<file path="src/rtl/spcpu_grp1_exec_unit_if.sv">
// Bus bundle between the fetch path, the CPU state machine and the
// group-1 exec slice: instruction in, decode fields, register/flag view.
interface spcpu_grp1_exec_unit_if;
  logic [15:0] instr_in;
  logic        instr_valid;
  logic [2:0]  group_out;
  logic        is_32_bit;
  logic [2:0]  g1_opcode;
  logic [3:0]  g1_ra_index;
  logic [7:0]  g1_imm8;
  logic        changes_pc;
  logic [3:0]  rd_index;
  logic [7:0]  rd_data;
  logic [3:0]  proc_flags;
  logic        exec_done;
  logic        unknown_instr;

  modport master (
    output instr_in, instr_valid, rd_index,
    input  group_out, is_32_bit, g1_opcode, g1_ra_index,
    input  g1_imm8, changes_pc, rd_data, proc_flags,
    input  exec_done, unknown_instr
  );

  modport slave (
    input  instr_in, instr_valid, rd_index,
    output group_out, is_32_bit, g1_opcode, g1_ra_index,
    output g1_imm8, changes_pc, rd_data, proc_flags,
    output exec_done, unknown_instr
  );
endinterface

</file>
<file path="src/rtl/spcpu_grp1_exec_unit.sv">
// Group classify + group-1 decode/execute against 16x8 regs and {Z,C,V,N}.
// Ports: clk, reset (sync, active-high), bus (slave side of the bundle).
module spcpu_grp1_exec_unit (
  input  logic                   clk,
  input  logic                   reset,
  spcpu_grp1_exec_unit_if.slave  bus
);

  localparam logic [2:0] OP_ADDI = 3'd0;
  localparam logic [2:0] OP_ADCI = 3'd1;
  localparam logic [2:0] OP_SUBI = 3'd2;
  localparam logic [2:0] OP_SBCI = 3'd3;
  localparam logic [2:0] OP_CMPI = 3'd4;
  localparam logic [2:0] OP_ANDI = 3'd5;
  localparam logic [2:0] OP_ORRI = 3'd6;

  logic [7:0]  regs_q [16];
  logic [3:0]  flags_q, flags_d;
  logic        done_q, done_d;
  logic        unk_q, unk_d;

  logic [15:0] ins;
  logic [2:0]  grp;
  logic [2:0]  op;
  logic [3:0]  ra;
  logic [7:0]  a, b, bx, res;
  logic        cin, is_sub, wr_en, commit;
  logic [8:0]  sum;
  logic        z, v_add, v_sub;

  assign ins = bus.instr_in;
  assign op  = ins[14:12];
  assign ra  = ins[11:8];
  assign b   = ins[7:0];
  assign a   = regs_q[ra];

  // First match wins: count leading ones.
  always_comb begin
    grp = 3'd0;
    if (!ins[15])      grp = 3'd1;
    else if (!ins[14]) grp = 3'd2;
    else if (!ins[13]) grp = 3'd3;
    else if (!ins[12]) grp = 3'd4;
    else if (!ins[11]) grp = 3'd5;
  end

  // Subtract is a + ~b + cin; C set means no borrow.
  always_comb begin
    is_sub = (op == OP_SUBI) || (op == OP_SBCI) || (op == OP_CMPI);
    bx     = is_sub ? ~b : b;
    cin    = 1'b0;
    if (op == OP_ADCI || op == OP_SBCI) cin = flags_q[2];
    else if (op == OP_SUBI || op == OP_CMPI) cin = 1'b1;
    sum    = {1'b0, a} + {1'b0, bx} + {8'd0, cin};
  end

  always_comb begin
    res = sum[7:0];
    if (op == OP_ANDI)      res = a & b;
    else if (op == OP_ORRI) res = a | b;
    else if (op == 3'd7)    res = b;
  end

  assign z     = (res == 8'd0);
  assign v_add = (a[7] == b[7]) && (res[7] != a[7]);
  assign v_sub = (a[7] != b[7]) && (res[7] != a[7]);

  always_comb begin
    flags_d = flags_q;
    unique case (op)
      OP_ADDI, OP_ADCI:
        flags_d = {z, sum[8], v_add, res[7]};
      OP_SUBI, OP_SBCI, OP_CMPI:
        flags_d = {z, sum[8], v_sub, res[7]};
      OP_ANDI, OP_ORRI:
        flags_d = {z, flags_q[2], flags_q[1], res[7]};
      default:
        flags_d = flags_q;
    endcase
  end

  assign wr_en  = (op != OP_CMPI);
  assign commit = bus.instr_valid && (grp == 3'd1);
  assign done_d = commit;
  assign unk_d  = bus.instr_valid && (grp == 3'd0);

  always_ff @(posedge clk) begin
    if (reset) begin
      for (int i = 0; i < 16; i++) regs_q[i] <= 8'd0;
      flags_q <= 4'd0;
      done_q  <= 1'b0;
      unk_q   <= 1'b0;
    end else begin
      done_q <= done_d;
      unk_q  <= unk_d;
      if (commit) begin
        if (wr_en) regs_q[ra] <= res;
        flags_q <= flags_d;
      end
    end
  end

  assign bus.group_out     = grp;
  assign bus.is_32_bit     = (grp == 3'd5);
  assign bus.g1_opcode     = op;
  assign bus.g1_ra_index   = ra;
  assign bus.g1_imm8       = b;
  // r14:r15 hold the pc, so writing either redirects flow.
  assign bus.changes_pc    = (grp == 3'd1) && wr_en && (ra[3:1] == 3'b111);
  assign bus.rd_data       = regs_q[bus.rd_index];
  assign bus.proc_flags    = flags_q;
  assign bus.exec_done     = done_q;
  assign bus.unknown_instr = unk_q;

endmodule

</file>
<file path="src/flat_wrapper.sv">
// flat-port wrapper written by rule: the top's interface ports become plain ports
module spcpu_grp1_exec_unit_flat 
  (clk, reset, bus_instr_in, bus_instr_valid, bus_rd_index, bus_group_out, bus_is_32_bit, bus_g1_opcode, bus_g1_ra_index, bus_g1_imm8, bus_changes_pc, bus_rd_data, bus_proc_flags, bus_exec_done, bus_unknown_instr);
  spcpu_grp1_exec_unit_if bus_i ();
  input  logic clk;
  input  logic reset;
  input wire logic [$bits(bus_i.instr_in)-1:0] bus_instr_in;
  input wire logic [$bits(bus_i.instr_valid)-1:0] bus_instr_valid;
  input wire logic [$bits(bus_i.rd_index)-1:0] bus_rd_index;
  output wire logic [$bits(bus_i.group_out)-1:0] bus_group_out;
  output wire logic [$bits(bus_i.is_32_bit)-1:0] bus_is_32_bit;
  output wire logic [$bits(bus_i.g1_opcode)-1:0] bus_g1_opcode;
  output wire logic [$bits(bus_i.g1_ra_index)-1:0] bus_g1_ra_index;
  output wire logic [$bits(bus_i.g1_imm8)-1:0] bus_g1_imm8;
  output wire logic [$bits(bus_i.changes_pc)-1:0] bus_changes_pc;
  output wire logic [$bits(bus_i.rd_data)-1:0] bus_rd_data;
  output wire logic [$bits(bus_i.proc_flags)-1:0] bus_proc_flags;
  output wire logic [$bits(bus_i.exec_done)-1:0] bus_exec_done;
  output wire logic [$bits(bus_i.unknown_instr)-1:0] bus_unknown_instr;
  assign bus_i.instr_in = bus_instr_in;
  assign bus_i.instr_valid = bus_instr_valid;
  assign bus_i.rd_index = bus_rd_index;
  assign bus_group_out = bus_i.group_out;
  assign bus_is_32_bit = bus_i.is_32_bit;
  assign bus_g1_opcode = bus_i.g1_opcode;
  assign bus_g1_ra_index = bus_i.g1_ra_index;
  assign bus_g1_imm8 = bus_i.g1_imm8;
  assign bus_changes_pc = bus_i.changes_pc;
  assign bus_rd_data = bus_i.rd_data;
  assign bus_proc_flags = bus_i.proc_flags;
  assign bus_exec_done = bus_i.exec_done;
  assign bus_unknown_instr = bus_i.unknown_instr;
  spcpu_grp1_exec_unit u_core (.clk(clk), .reset(reset), .bus(bus_i));
endmodule
</file>
<file path="config.mk">
export PLATFORM = sky130hd
export DESIGN_NAME = spcpu_grp1_exec_unit_flat
export DESIGN_NICKNAME = d
export VERILOG_FILES = /design/src/rtl/spcpu_grp1_exec_unit_if.sv /design/src/rtl/spcpu_grp1_exec_unit.sv /design/src/flat_wrapper.sv
export SDC_FILE = /design/constraint.sdc
export NUM_CORES = 1
export LEC_CHECK = 0
export ABC_AREA = 0
export BUFFER_PORTS_ARGS = -buffer_cell sky130_fd_sc_hd__buf_2
export CORE_ASPECT_RATIO = 1.25
export CORE_MARGIN = 2
export CORE_UTILIZATION = 45
export DETAILED_ROUTE_END_ITERATION = 8
export PLACE_DENSITY = 0.7
export SLEW_MARGIN = 10
export SYNTH_ARGS = -nofsm -noshare
export SYNTH_HDL_FRONTEND = slang
export SYNTH_SLANG_ARGS = --single-unit
</file>
<file path="constraint.sdc">
create_clock -name clk -period 5.9 [get_ports clk]
set_input_delay 0.295 -clock clk [delete_from_list [all_inputs] [get_ports clk]]
set_output_delay 0.295 -clock clk [all_outputs]
set_load 0.02 [all_outputs]
</file>
# Yosys cells after proc, flatten, opt, wreduce, memory -nomap -nowiden

Memories as Yosys holds them, arrays and structs flattened.
Cells that the tools add are included.

Input port bits: 23
Memory bits (writable): 128
Memories: 1
Register bits: 6
Logic and storage cells: 67

$add $sub $neg: 2
Multiplexer cells: 21
Eq/ne operators: 14
Bitwise operators: 4
Reduce and logical (&&, ||, !) cells: 21

Memory list:

| name          | depth | bits a word | read ports | clocked after Yosys merged registers in | wr ports | line                       | text |
|---|---|---|---|---|---|---|---|
| u_core.regs_q | 16    | 8           | 2          | 0                                       | 16       | spcpu_grp1_exec_unit.sv:17 | `logic [7:0] regs_q [16];` |

Operators with widths:

| operator                                             | count |
|---|---|
| two-way mux 8 bit                                    | 5 |
| equality test 3 bit (second input constant)          | 6 |
| two-way mux 3 bit                                    | 5 |
| case mux 4 bit (3 select lines)                      | 1 |
| adder 8 x 8 -> 9 bit                                 | 1 |
| adder 9 x 1 -> 9 bit                                 | 1 |
| two-way mux 1 bit                                    | 9 |
| AND 8 bit                                            | 1 |
| logical NOT 8 bit                                    | 1 |
| inverter 8 bit                                       | 1 |
| bitwise OR 8 bit                                     | 1 |
| OR reduction 8 bit                                   | 1 |
| equality test 3 x 1 -> 1 bit (second input constant) | 2 |
| equality test 3 x 2 -> 1 bit (second input constant) | 2 |
| logical AND 1 bit                                    | 6 |
| logical NOT 3 bit                                    | 2 |
| logical OR 1 bit                                     | 4 |
| two-way mux 4 bit                                    | 1 |
| OR reduction 2 bit                                   | 2 |
| != test 3 bit (second input constant)                | 1 |
| AND reduction 3 bit                                  | 1 |
| nonzero test 3 bit                                   | 1 |
| OR reduction 3 bit                                   | 1 |
| != test 1 bit                                        | 2 |
| other kinds (4)                                      | 4 |

# Longest topological paths before layout

Word-level depth: 12
Mapped depth: 15
Depth with buffers taken out: 13

# Least setup slack after synthesis

OpenSTA, ideal clock, no wires.

Kind: input -> register
From: in bus_instr_in[9]
To: mem u_core.regs_q[10][4], data pin
Stages on the path: 15
Path slack: 1.575 ns
Arrival: 4.060 ns
Path buffers: 4
Path through: buf_2 buf_2 buf_2 mux4_2 a22oi_1 nand2_1 fa_1 fa_1 a21o_1 a211o_1 a21boi_0 o32ai_1 a211oi_2 clkbuf_1 nor2_1

RTL lines:

| what               | line                       | text |
|---|---|---|
| start: declaration | flat_wrapper.sv:7          | `input wire logic [$bits(bus_i.instr_in)-1:0] bus_instr_in;` |
| end: declaration   | spcpu_grp1_exec_unit.sv:17 |  |

# Worst setup path in the final report

From: in bus_instr_in[8]
To: reg u_core.flags_q[3] (netlist: u_core.bus.proc_flags[3])

Cells in the longest elaborated chain, start to end: 8
Elaborated cells on any way between the ends: 10

RTL lines:

| what                                | line                       | text |
|---|---|---|
| memory read (16 x 8 bit) (*)        | -                          |  |
| adder 8 x 8 -> 9 bit                | spcpu_grp1_exec_unit.sv:54 | `sum = {1'b0, a} + {1'b0, bx} + {8'd0, cin};` |
| adder 9 x 1 -> 9 bit                | spcpu_grp1_exec_unit.sv:54 |  |
| two-way mux 8 bit                   | spcpu_grp1_exec_unit.sv:61 | `else if (op == 3'd7) res = b;` |
| two-way mux 8 bit                   | spcpu_grp1_exec_unit.sv:60 | `else if (op == OP_ORRI) res = a \| b;` |
| two-way mux 8 bit (*)               | spcpu_grp1_exec_unit.sv:59 | `if (op == OP_ANDI) res = a & b;` |
| logical NOT 8 bit (*)               | spcpu_grp1_exec_unit.sv:64 | `assign z = (res == 8'd0);` |
| case mux 4 bit (3 select lines) (*) | spcpu_grp1_exec_unit.sv:70 | `unique case (op)` |
| end signal: assignment              | spcpu_grp1_exec_unit.sv:98 | `flags_q <= flags_d;` |
| end: declaration                    | spcpu_grp1_exec_unit.sv:18 | `logic [3:0] flags_q, flags_d;` |

Every way passes the cells marked *; elsewhere a longest branch is shown, timed or not. The select of a mux whose other input is x is not followed.
A chain may end at the register's enable or synchronous reset.

==> qor.csv <==
stage,metric,value,unit
floorplanning,die_width,121,microns
placed_design,gp_congestion,0.897,
route,firstDrtPassIters,6,
final_layout,drive_above_1_share,27.8,%
final_layout,fillers,1411,
route,drt_iter0_markers,637,
cts,cts_tree,built,
logic_synthesis,ys.flop_type,edfxtp_1,
logic_synthesis,synth_nets,625,
logic_synthesis,yosysWarningCount,0,
cts,cts-hold-fix-buffers,0,
logic_synthesis,syn_area,7740,sq um
final_layout,antenna_cells,0,
critical_path,path_class,in2reg,
global_route,grt_pass1_wl,33.4,mm
final_layout,area_growth,12.2,%
logic_synthesis,synth_edf_count,128,
final_layout,final_net_count,654,
global_route,grt_pass1_vias,5478,
cts,ctsResizeCount,0,
sta,max_freq,222,MHz
sta,setup_tns,0,ps
floorplanning,design.core.area,16800,sq um
cts,clock_path_buffers,2,
critical_path,worstReg2RegStart,u_core.regs_q[14][0]$_SDFFCE_PN0P_,
route,ant_nets,0,
route,drcViolationCount,0,
cts,clkTransAtPathRegs,60,ps
floorplanning,die_h,151,microns
critical_path,crit_start,bus_instr_in[8],
placed_design,port_buffers,56,
final_layout,stdcell_area,8680,sq um
sta,setup_violations,0,
power,cellPowerDensity,315,nW/um^2
logic_synthesis,async_flop_share,0,%
sta,skew,13.5,ps
sta,period_minus_slack,4500,ps
critical_path,required,6220,ps
placed_design,dpl-instance-area,8070,sq um
global_route,grt_max_degree,33,
floorplanning,dieArea,18300,sq um
critical_path,cp-end-kind,register,
placed_design,dp_hpwl,15.1,mm
logic_synthesis,synth_area_per_cell,13.1,sq um
logic_synthesis,ys_types,57,
route,viasPerCell,6.57,
route,dr_total_vias,5600,
critical_path,start_kind,input port,
route,totalWireLength,22.6,mm
cts,cts-root-buf,clkbuf_16,
sta,slew_headroom,35.5,%
logic_synthesis,synth_seq_area_share,51.2,%
critical_path,crit_arrival,4810,ps
sta,fin_crit_sh,76.2,%
sta,hold_viol_final,0,
placed_design,place_inst,821,
cts,htreeDepth,4,
floorplanning,num_rows,53,
cts,worstSkewPairLatency,430,ps
hold_path,hp-class,in2reg,
outcome,status,finished clean,
power,peakVddDrop,207,uV
hold_path,hp-start,bus_instr_valid,
cts,cts_made_buffers,17,
power,p_leak,0.00318,uW
logic_synthesis,ys_seq_elements,134,
floorplanning,num_io_pins,57,
final_layout,instances_no_fill,853,
cts,postCtsSetupBuffers,0,
cts,clkSinkCount,134,
job,cap_violations,0,
global_route,grt.total_usage,25.6,%
global_route,antenna_found_initial,0,
sta,slew_viol_final,0,
sta,rsz0062_at_grt,no,
floorplanning,start_util,46.0,%
sta,tightest_slew,965,ps
critical_path,crit_fanout,27,
logic_synthesis,synthesis.instances,591,
route,wl_per_cell,26.4,microns
global_route,grt_overflow_total,0,
## cells in the mapped netlist, types with 6 or more instances
cell | n | share of area (%)
a21oi_1 | 7 | 0.45
a22oi_1 | 9 | 0.87
and2_1 | 6 | 0.48
buf_1 | 8 | 0.39
buf_2 | 6 | 0.39
buf_4 | 17 | 1.6
clkbuf_1 | 22 | 1.1
dfxtp_1 | 6 | 1.6
edfxtp_1 | 128 | 50
ha_1 | 9 | 1.5
inv_1 | 6 | 0.29
mux2i_1 | 6 | 0.78
mux4_2 | 74 | 22
nand2_1 | 31 | 1.5
nand2b_1 | 20 | 1.6
nand3_1 | 6 | 0.39
nor2_1 | 142 | 6.9
nor3_1 | 8 | 0.52
o21ai_0 | 9 | 0.58
xnor2_1 | 12 | 1.4
## state kept, by name (all words and copies together), names as in the netlist
| register | cells |
|---|---|
| u_core.bus.exec_done | 1 |
| u_core.bus.unknown_instr | 1 |
| u_core.bus.proc_flags | 4 |
| u_core.regs_q | 128 |
## where the power goes
| part | internal [uW] | switching (uW) | total [uW] | leakage (uW) |
|---|---|---|---|---|
| logic | 188 | 334 | 522 | 0.00151 |
| clock network | 705 | 410 | 1110 | 0.000294 |
| registers | 1080 | 21.4 | 1100 | 0.00137 |
## area by class of cell
class / instances / area [sq um] / share of cell area [%]
Sequential cell: 134 / 3960 / 45.6
Inverter: 8 / 30.0 / 0.346
Clock inverter: 13 / 179 / 2.06
Multi-Input combinational cell: 394 / 3460 / 39.8
Tap cell: 220 / 275 / 3.17
Timing Repair Buffer: 65 / 348 / 4.01
Clock buffer: 19 / 433 / 4.98
## per-layer routing
| layer | global-route usage (%) | wire (microns) | vias to the layer above |
|---|---|---|---|
| met3 | 5.34 | 2550 | 92 |
| met4 | 13.0 | 1330 | 0 |
| li1 | - | - | 2297 |
| met5 | 0 | 0 | - |
| met1 | 30.7 | 7370 | 2748 |
| met2 | 43.7 | 11300 | 463 |
## worst paths after layout
| path | to | slack (ps) | cells past startpoint |
|---|---|---|---|
| worst min-delay path | u_core.bus.unknown_instr$_SDFF_PP0_ | 150 | 3 |
| worst max-delay path | u_core.bus.proc_flags[3]$_SDFFE_PP0P_ | 1400 | 13 |
| worst max register to register | u_core.bus.proc_flags[3]$_SDFFE_PP0P_ | 1700 | 12 |
| worst min register to register | u_core.bus.proc_flags[2]$_SDFFE_PP0P_ | 510 | 2 |
## through the flow
step	total power, uW	hold slack [ps]	utilization [%]	setup WS [ps]
3_5_place_dp	1620	499	47.9	1020
5_1_grt	2810	161	51.6	1100
6_report	2730	145	51.6	1400
2_1_floorplan	1460	379	-	1580
3_3_place_gp	1610	482	47.9	1130
4_1_cts	2720	139	51.6	1440
## critical path: stages
cell and delay (ps):
buf_2 700, mux4_2 590, a22oi_1 310, nand2_1 150, fa_1 460, fa_1 480, a21o_1 220, a31oi_1 260
a21oi_1 130, o311a_2 520, nor3b_2 220, and4_1 230, a41o_1 220
## layout by cell type (no fill, tap or decap), types with 3 or more instances in the layout
cell type	Yosys	layout
nor2_1	142	142
edfxtp_1	128	128
mux4_2	74	74
buf_2	6	56
nand2_1	31	31
nand2b_1	20	20
clkbuf_16	0	17
xnor2_1	12	12
o21ai_0	9	9
a22oi_1	9	9
ha_1	9	9
buf_4	17	9
nor3_1	8	8
a21oi_1	7	7
inv_1	6	6
mux2i_1	6	6
and2_1	6	6
nand3_1	6	6
dfxtp_1	6	6
a21o_1	5	5
clkinv_1	1	4
nand4_1	4	4
bufinv_16	0	4
nor3b_1	3	3
clkinv_4	0	3
## cell families after synthesis
kind of cell | share of synthesized area (%)
AO/OA/AOI/OAI | 5.20
XOR/XNOR | 1.47
flip-flops | 51.2
adder cells (fa/ha/maj) | 1.97
AND/OR/NAND/NOR | 13.4
buffers and inverters | 4.17
multiplexers | 22.6
Note: power is estimated with default switching activity, not from simulation.
